<file path="src/rtl/seg_scan_drv_if.sv">
// seg_scan_drv_if: load handshake and scan outputs of the seven-segment display driver
interface seg_scan_drv_if;
    logic [13:0] BIN;
    logic        LOAD;
    logic        BUSY;
    logic [3:0]  BCD;
    logic [1:0]  SEL;
    logic        OVF;

    modport master (output BIN, LOAD, input BUSY, BCD, SEL, OVF);
    modport slave  (input BIN, LOAD, output BUSY, BCD, SEL, OVF);
endinterface

</file>
<file path="src/rtl/seg_scan_drv.sv">
// seg_scan_drv: double-dabble binary-to-BCD converter plus 4-digit display scanner.
// Optional macro SEG_SCAN_SAT_EN: saturate display to 9999 and raise OVF above 9999.
module seg_scan_drv #(
    parameter int SCAN_DIV = 50000
) (
    input  logic          CLK,
    input  logic          RST_N,
    seg_scan_drv_if.slave bus
);
    localparam int CW = $clog2(SCAN_DIV);

    typedef enum logic [1:0] {IDLE, SHIFT, COMMIT} state_t;

    state_t          state_q, state_d;
    logic [13:0]     sr_q, sr_d;
    logic [19:0]     acc_q, acc_d, adj;
    logic [3:0]      it_q, it_d;
    logic [15:0]     disp_q, disp_d;
    logic            ovf_q, ovf_d;
    logic [CW-1:0]   scan_q, scan_d;
    logic [1:0]      sel_q, sel_d;
    logic [3:0]      bcd_q, bcd_d;
    logic            tc;

    // Add-3 correction of every accumulator nibble that is 5 or more
    always_comb begin
        adj = acc_q;
        for (int i = 0; i < 5; i++)
            adj[4*i +: 4] = (acc_q[4*i +: 4] >= 4'd5) ? acc_q[4*i +: 4] + 4'd3 : acc_q[4*i +: 4];
    end

    // Conversion FSM: capture on LOAD, 14 shift iterations, then one-edge commit of all digits
    always_comb begin
        state_d = state_q;
        sr_d    = sr_q;
        acc_d   = acc_q;
        it_d    = it_q;
        disp_d  = disp_q;
        ovf_d   = ovf_q;
        case (state_q)
            IDLE: begin
                if (bus.LOAD) begin
                    sr_d    = bus.BIN;
                    acc_d   = '0;
                    it_d    = '0;
                    state_d = SHIFT;
                end
            end
            SHIFT: begin
                {acc_d, sr_d} = {adj[18:0], sr_q, 1'b0};
                it_d          = it_q + 4'd1;
                state_d       = (it_q == 4'd13) ? COMMIT : SHIFT;
            end
            COMMIT: begin
`ifdef SEG_SCAN_SAT_EN
                ovf_d  = acc_q[19:16] != 4'd0;
                disp_d = ovf_d ? 16'h9999 : acc_q[15:0];
`else
                ovf_d  = 1'b0;
                disp_d = acc_q[15:0];
`endif
                state_d = IDLE;
            end
            default: state_d = IDLE;
        endcase
    end

    // Free-running scanner; BCD follows the select value it will hold after this edge
    always_comb begin
        tc     = scan_q == CW'(SCAN_DIV - 1);
        scan_d = tc ? '0 : scan_q + 1'b1;
        sel_d  = tc ? sel_q + 2'd1 : sel_q;
        bcd_d  = disp_q[{sel_d, 2'b00} +: 4];
    end

    // State and datapath registers, synchronous active-low reset
    always_ff @(posedge CLK) begin
        if (!RST_N) begin
            state_q <= IDLE;
            sr_q    <= '0;
            acc_q   <= '0;
            it_q    <= '0;
            disp_q  <= '0;
            ovf_q   <= 1'b0;
            scan_q  <= '0;
            sel_q   <= '0;
            bcd_q   <= '0;
        end else begin
            state_q <= state_d;
            sr_q    <= sr_d;
            acc_q   <= acc_d;
            it_q    <= it_d;
            disp_q  <= disp_d;
            ovf_q   <= ovf_d;
            scan_q  <= scan_d;
            sel_q   <= sel_d;
            bcd_q   <= bcd_d;
        end
    end

    assign bus.BUSY = state_q != IDLE;
    assign bus.BCD  = bcd_q;
    assign bus.SEL  = sel_q;
    assign bus.OVF  = ovf_q;
endmodule

</file>
<file path="src/flat_wrapper.sv">
// flat-port wrapper written by rule: the top's interface ports become plain ports
module seg_scan_drv_flat 
#(
    parameter int SCAN_DIV = 50000
)
  (CLK, RST_N, bus_BIN, bus_LOAD, bus_BUSY, bus_BCD, bus_SEL, bus_OVF);
  seg_scan_drv_if bus_i ();
  input  logic CLK;
  input  logic RST_N;
  input wire logic [$bits(bus_i.BIN)-1:0] bus_BIN;
  input wire logic [$bits(bus_i.LOAD)-1:0] bus_LOAD;
  output wire logic [$bits(bus_i.BUSY)-1:0] bus_BUSY;
  output wire logic [$bits(bus_i.BCD)-1:0] bus_BCD;
  output wire logic [$bits(bus_i.SEL)-1:0] bus_SEL;
  output wire logic [$bits(bus_i.OVF)-1:0] bus_OVF;
  assign bus_i.BIN = bus_BIN;
  assign bus_i.LOAD = bus_LOAD;
  assign bus_BUSY = bus_i.BUSY;
  assign bus_BCD = bus_i.BCD;
  assign bus_SEL = bus_i.SEL;
  assign bus_OVF = bus_i.OVF;
  seg_scan_drv #(.SCAN_DIV(SCAN_DIV)) u_core (.CLK(CLK), .RST_N(RST_N), .bus(bus_i));
endmodule
</file>
<file path="config.mk">
export PLATFORM = sky130hd
export DESIGN_NAME = seg_scan_drv_flat
export DESIGN_NICKNAME = d
export VERILOG_FILES = /design/src/rtl/seg_scan_drv_if.sv /design/src/rtl/seg_scan_drv.sv /design/src/flat_wrapper.sv
export SDC_FILE = /design/constraint.sdc
export NUM_CORES = 1
export LEC_CHECK = 0
export ABC_AREA = 1
export CORE_UTILIZATION = 43
export CTS_BUF_LIST = sky130_fd_sc_hd__clkbuf_4 sky130_fd_sc_hd__clkbuf_8 sky130_fd_sc_hd__clkbuf_16
export DETAILED_ROUTE_END_ITERATION = 10
export SYNTH_ARGS = -nofsm -noshare
export SYNTH_HDL_FRONTEND = slang
export SYNTH_SLANG_ARGS = --single-unit
</file>
<file path="constraint.sdc">
create_clock -name CLK -period 2.9 [get_ports CLK]
set_input_delay 0.725 -clock CLK [delete_from_list [all_inputs] [get_ports CLK]]
set_output_delay 0.725 -clock CLK [all_outputs]
set_load 0.02 [all_outputs]
</file>
==> Word-level counts from Yosys, hierarchy flattened <==
Cells that the tools add are included.
{ "totals": {"regBits": 78, "input_bits": 17, "wordCells": 48, "output_inout_bits": 8} }
{ "classes": {"n_bitwise": 1, "n_lt_le_gt_ge": 5, "shifts": 1, "muxes": 15, "reduce_logical": 5, "eq_ne": 5, "add_sub_neg": 8} }
{ "op_table": {"columns": ["op", "count"], "rows": [
  ["$pmux 20 s2", 1],
  ["$pmux 14 s2", 1],
  ["$ge 4x3->1 const B", 5],
  ["$mux 20", 1],
  ["$mux 4", 5],
  ["$add 16x1->16 const B", 1],
  ["$add 4x2->4 const B", 4],
  ["$eq 16x16->1 const B", 1],
  ["$shiftx 16x5->4", 1],
  ["$mux 14", 1],
  ["$pmux 4 s2", 1],
  ["$mux 2", 3],
  ["$add 4x1->4 const B", 1],
  ["$eq 4x4->1 const B", 1],
  ["$pmux 2 s2", 1],
  ["$reduce_bool 2->1", 2],
  ["$add 3x2->3 const B", 1],
  ["$mux 3", 1],
  ["$add 2x1->2 const B", 1],
  ["$eq 2x1->1 const B", 1],
  ["$eq 2x2->1 const B", 1],
  ["$logic_not 2->1", 1],
  ["$ne 2x2->1 const B", 1],
  ["$reduce_and 2->1", 1],
  ["other kinds (2)", 2]
]} }

==> Logic depth before layout (Yosys ltp) <==
Gate-level depths: netlist of run 1.
{ "logic_depth": {"depth_word": 3, "mapped_depth": 10, "mapped_depth_nobuf": 10} }

==> Worst setup path before layout of run 1 <==
No wires, ideal clock.
{ "synth_timing": {"path_kind": "input to register", "start": "in RST_N", "end": "reg u_core.acc_q[12]", "t_required_ns": 2.772, "t_arrival_ns": 1.414, "setup_time_ns": 0.128, "slack_ns": 1.359, "path_stages": 4, "cell_sequence": "inv_1 -> clkbuf_1 -> clkbuf_1 -> nor2_1"} }
{ "synth_rtl": {"columns": ["item", "line_no", "text"], "rows": [
  ["start, declared", "flat_wrapper.sv:9", "input logic RST_N;"],
  ["end signal, assigned", "seg_scan_drv.sv:81", "acc_q <= '0;"],
  ["end signal, assigned", "seg_scan_drv.sv:91", "acc_q <= acc_d;"],
  ["end, declared", "seg_scan_drv.sv:16", "logic [19:0] acc_q, acc_d, adj;"]
]} }
No word-level cell between the ends.

==> Worst setup path in the final report of run 1 <==
{ "layout_timing": {"start": "reg u_core.state_q[1]", "end": "out bus_BUSY"} }
{ "layout_between": {"elab_chain_cells": 1} }
{ "layout_rtl": {"columns": ["item", "line_no", "text"], "rows": [
  ["start, declared", "seg_scan_drv.sv:14", "state_t state_q, state_d;"],
  ["start signal, assigned", "seg_scan_drv.sv:89", "state_q <= state_d;"],
  ["$reduce_bool 2->1", "seg_scan_drv.sv:101", "assign bus.BUSY = state_q != IDLE;"],
  ["end, declared", "flat_wrapper.sv:12", "output wire logic [$bits(bus_i.BUSY)-1:0] bus_BUSY;"]
]} }
No other way between the ends.

==> flow_summary.ini, run 1 <==
[place]
dpl_cell_area_mm2 = 0.003761
dp_hpwl_um = 4611
gp_congestion = 0.8272
numPortBuffers = 23

[drt]
drt_iter0_drc = 97
route.vias.total = 2931
drt_wl_total_um = 6587
ant_nets = 0
wl_per_cell_um = 11.03
drc = 0
via_per_inst = 4.910
firstDrtPassIters = 4

[logic_synthesis]
synth.distinct_cells = 36
synthAdderAreaFrac_pct = 3.996
synthXorXnorAreaFrac_pct = 1.271
netlist_instances = 468
synth_top_area_share_pct = 43.01
synth_common_cells = nand2_1, dfxtp_1, inv_1
synth_top_family_by_area = simple AND/OR/NAND/NOR gates
synth-async-reset-ratio_pct = 0
synth_compound_area_share_pct = 19.47
synth_mux_area_share_pct = 0
synthSimpleGateAreaFrac_pct = 22.78
synth_area_leader_cell = dfxtp_1
synthTopCellsByArea = dfxtp_1, nand2_1, a21oi_1
yosysMostFrequentCell = nand2_1
synth_ff_type = dfxtp_1
synth_edf_count = 0
avgSynthCellArea_um2 = 7.360
ys_ff_latch = 74
seq_area_frac_synth_pct = 43.01
syn_area_mm2 = 0.003445
yosysWarnings = 0
synthesis.nets = 496

[finish]
antenna_cells = 0
final_area_mm2 = 0.004013
drive_above_1_share_pct = 7.273
nets = 518
synthToLayoutAreaGrowth_pct = 16.49
fillers = 780
regArea_mm2 = 0.001481
multi_input_area_mm2 = 0.001640

[setup_path]
critPathCaptureType = primary output
cp_max_fo = 3
path_class = reg2out
critPathSlowestCell = clkdlybuf4s50_1
crit_chain = nor2_1, inv_1, clkdlybuf4s50_1
max_stage_delay_ps = 590
critPathRequiredTime_ps = 2170
rrSetupSlack_ps = 1210
startpoint_type = register
worstPathArrival_ps = 1470

[pwr]
swShare_pct = 21.33
p_int_mw = 1.706
p_seq_share_pct = 48.5
p_leak_nw = 1.538
p_sw_uw = 462.5
ir_drop_mv = 0.2448
clkPwrFrac_pct = 45.3
powerDensity_mw_per_mm2 = 540.5
comb_power_share_pct = 6.2

[sta]
maxSlewViolCount = 0
max_slew_margin_pct = 55.54
fin_crit_ps = 2196
timing.setup.tns_ps = 0
rsz0062_at_grt = false
fmax_mhz = 455.3
hold_viol_final = 0
fin_worst_skew_ps = 6.609
period_share_pct = 75.74
worst_slew_pin_slew_ps = 666.2
setup_viol = 0

[die]
ios = 25
die_area_mm2 = 0.008372
row_count = 32
dieHeight_um = 91.50
core_area_mm2 = 0.007727
start_util_pct = 44.58
die_x_um = 91.50

[clocking]
clk_pin_slew_ps = 70
cts-resized-gates = 0
clk_latency_ps = 340
root_buffer = clkbuf_8
cts.sinks = 74
htreeDepth = 3
cts_hold_buffers = 0
cts_tree = done
cts_buffers = 9
cts_max_path_buffers = 2
post-cts-setup-buffer-count = 0

[grt]
grt_overflow = 0
antenna_found_initial = 0
first_global_vias = 2675
grt_max_degree = 33
grt_pass1_wl_um = 11610
grtUsageTotal_pct = 17.14

[job]
drv_cap = 0

[status]
outcome = completed

[min_path]
min_path_type = reg2reg
==> logic make-up (layout without fill, tap and decap cells) <==
group | after synthesis | in the layout
compound gates | 122 | 122
xor+xnor | 5 | 5
fa+ha+maj | 11 | 11
buf+inv | 83 | 110
flops | 74 | 74
other cells | 1 | 1
simple gates | 172 | 172
==> worst max-delay path, delay by kind of cell, from the launching register on <==
kind	cells	cell delay, ps
buf+inv	2	650
flops	1	400
simple gates	1	90
==> power by group through the flow <==
stage	logic [mW]	clock network (mW)	registers [mW]
final	0.135	0.983	1.05
after detailed placement	0.138	0	1.07
after global placement	0.137	0	1.07
after global routing	0.154	1.05	1.05
after floorplan	0.0930	0	1.07
after CTS	0.138	1.01	1.05
==> area by class of cell <==
class	instances	area share, %
Sequential cell	74	36.92
Timing Repair Buffer	27	6.486
Clock buffer	11	3.773
Multi-Input combinational cell	311	40.88
Clock inverter	5	2.495
Tap cell	102	3.181
Inverter	67	6.268
==> sequential cells by signal (all words and copies together) (netlist names) <==
name and flops:
u_core.acc_q 16, u_core.disp_q 16, u_core.scan_q 16, u_core.sr_q 14, u_core.bus.BCD 4, u_core.it_q 4, u_core.bus.SEL 2, u_core.state_q 2
==> cell usage in the layout (no fill, tap or decap), types with 2 or more instances in the layout <==
master	count
inv_2	3
nand4_1	2
nand2_1	81
nand2_2	2
nand3_1	25
bufinv_16	3
clkdlybuf4s50_1	23
nand2_4	2
nor2_1	39
or2_0	2
clkbuf_8	11
dfxtp_1	74
xor2_1	4
nor3_1	6
nand3_2	2
nor2_4	2
inv_1	64
o32ai_1	2
o21ai_0	45
buf_4	4
a21oi_1	58
clkinv_2	2
a22oi_1	11
ha_1	11
nand3b_1	4
==> routing by layer <==
layer	up-vias	wire, um	track usage [%]
li1	1573	-	-
met1	1308	3395	22.25
met2	39	2873	27.57
met3	11	201	3.266
met4	0	117	7.540
met5	-	0	0
==> path summary, 6_finish.rpt <==
path | from | to | cells after the start
worst max-delay path | u_core.state_q[1] | bus_BUSY | 3
worst min-delay path | u_core.scan_q[0] | u_core.scan_q[0] | 1
worst max register to register | u_core.scan_q[0] | u_core.scan_q[6] | 7
worst min register to register | u_core.scan_q[0] | u_core.scan_q[0] | 1
==> per-stage QoR <==
stage | util (%) | setup WS, ps | cells | total power, mW | hold WS, ps
finish | 51.93 | 703.6 | 597 | 2.169 | 453.0
global route | 51.93 | 621.1 | 597 | 2.261 | 476.4
CTS | 51.93 | 674.1 | 597 | 2.198 | 462.2
detailed placement | 48.67 | 559.6 | 581 | 1.213 | 444.3
global placement | 48.67 | 531.0 | 581 | 1.211 | 433.6
floorplan | - | 1359 | 468 | 1.164 | 417.9
(Power assumes the default switching activity.)
==> inputs of run 2 (changes only) <==
==> constraint.sdc (replaced) <==
create_clock -name CLK -period 1.8 [get_ports CLK]
set_input_delay 0.45 -clock CLK [delete_from_list [all_inputs] [get_ports CLK]]
set_output_delay 0.45 -clock CLK [all_outputs]
set_load 0.02 [all_outputs]
==> flow_summary.ini, run 2 (synthesis results as in run 1) <==
[grt]
grt_pass1_wl_um = 12030
grt_max_degree = 33
first_global_vias = 2797
antenna_found_initial = 0
grtUsageTotal_pct = 17.77
grt_overflow = 0

[setup_path]
critPathRequiredTime_ps = 1350
critPathCaptureType = primary output
startpoint_type = register
path_class = reg2out
critPathSlowestCell = clkdlybuf4s50_1
max_stage_delay_ps = 590
crit_family = buffers and inverters
crit_chain = clkdlybuf4s50_1
worstPathArrival_ps = 1240
critPathLaunch = u_core.bus.BCD[1]
r2r_start = u_core.scan_q[0]
cp_max_fo = 1
crit_buf_inv = 1

[clocking]
clk_pin_slew_ps = 80
cts_hold_buffers = 0
clk_latency_ps = 350
root_buffer = clkbuf_8
cts_max_path_buffers = 2
post-cts-setup-buffer-count = 0
cts_tree = done
cts.sinks = 74
htreeDepth = 3
cts_buffers = 9

[drt]
firstDrtPassIters = 6
top_layer = met4
via_per_inst = 4.937
wl_per_cell_um = 11.08
drc = 0
route.vias.total = 2982
wl_met3_um = 209
drt_iter0_drc = 78
wl_met1_um = 3419
wl_met2_um = 2937
ant_nets = 0
drt_wl_total_um = 6690

[finish]
stdcell_count = 604
fillers = 738
synthToLayoutAreaGrowth_pct = 17.47
top_regs = u_core.acc_q (16), u_core.disp_q (16), u_core.scan_q (16)
drive_above_1_share_pct = 8.964
final_common_cell = nand2_1
final_area_mm2 = 0.004046
regArea_mm2 = 0.001481
nets = 525
fin_util_pct = 52.36
multi_input_area_mm2 = 0.001655
antenna_cells = 0
final_cell_mix = nand2_1, dfxtp_1, inv_1

[min_path]
min_path_type = reg2reg
hold_start = u_core.scan_q[0]

[die]
start_util_pct = 44.58
die_area_mm2 = 0.008372
ios = 25
row_count = 32
core_area_mm2 = 0.007727
die_x_um = 91.50
dieHeight_um = 91.50

[sta]
hold_viol_final = 0
setup_viol = 0
fin_worst_skew_ps = 10.78
rsz0062_at_grt = false
timing.setup.tns_ps = 0
maxSlewViolCount = 0
fmax_mhz = 591.4
fin_crit_ps = 1691
max_slew_margin_pct = 65.71
worst_slew_pin_slew_ps = 509.7
period_share_pct = 93.95

[place]
numPortBuffers = 23
dp_hpwl_um = 4710
gp_congestion = 0.8363
dpl_cell_area_mm2 = 0.003814
dp.cells = 588

[pwr]
comb_power_share_pct = 7.1
power_mw = 3.335
p_seq_share_pct = 50.8
p_sw_uw = 755.4
powerDensity_mw_per_mm2 = 824.1
clkPwrFrac_pct = 42.1
p_int_mw = 2.579
swShare_pct = 22.65
ir_drop_mv = 0.3605
p_leak_nw = 1.581

[status]
outcome = completed

[job]
drv_cap = 0
run 2: through the flow:
step / hold WS, ps / setup slack (ps)
2_1_floorplan: 417.9 / 343.5
3_3_place_gp: 431.6 / 54.09
3_5_place_dp: 440.6 / 25.42
4_1_cts: 451.8 / 3.066
5_1_grt: 478.0 / 7.871
6_report: 444.8 / 109.0
run 2: power groups by stage:
stage	Combinational, mW	Sequential (mW)	Clock, mW
detailed placement	0.242	1.73	0
global route	0.269	1.70	1.52
global placement	0.237	1.73	0
CTS	0.241	1.69	1.45
finish	0.237	1.69	1.40
floorplan	0.150	1.73	0
run 2: final cells by class:
type / instances / share of cell area, %
multi-input cells: 311 / 40.91
flip-flops and latches: 74 / 36.61
repair buffers: 34 / 7.730
inverters: 67 / 6.215
clock buffers: 11 / 3.432
well taps: 102 / 3.154
clock inverters: 5 / 1.948
run 2: repair_timing:
action,in CTS,in global routing
setup endpoints to repair,2,5
pin swaps,0,0
gates resized for setup,2,5
run 2: path summary, 6_finish.rpt:
path | cells after the start | slack [ps] | endpoint
min reg2reg | 1 | 440 | u_core.scan_q[0]
max | 1 | 110 | bus_BCD[1]
min | 1 | 440 | u_core.scan_q[0]
max reg2reg | 8 | 180 | u_core.scan_q[10]
run 2: per-layer routing:
layer  vias up  track usage, %
met5         -               0
met4         0           8.333
met3        10           3.769
met2        53           28.63
met1      1333           22.57
li1       1586               -
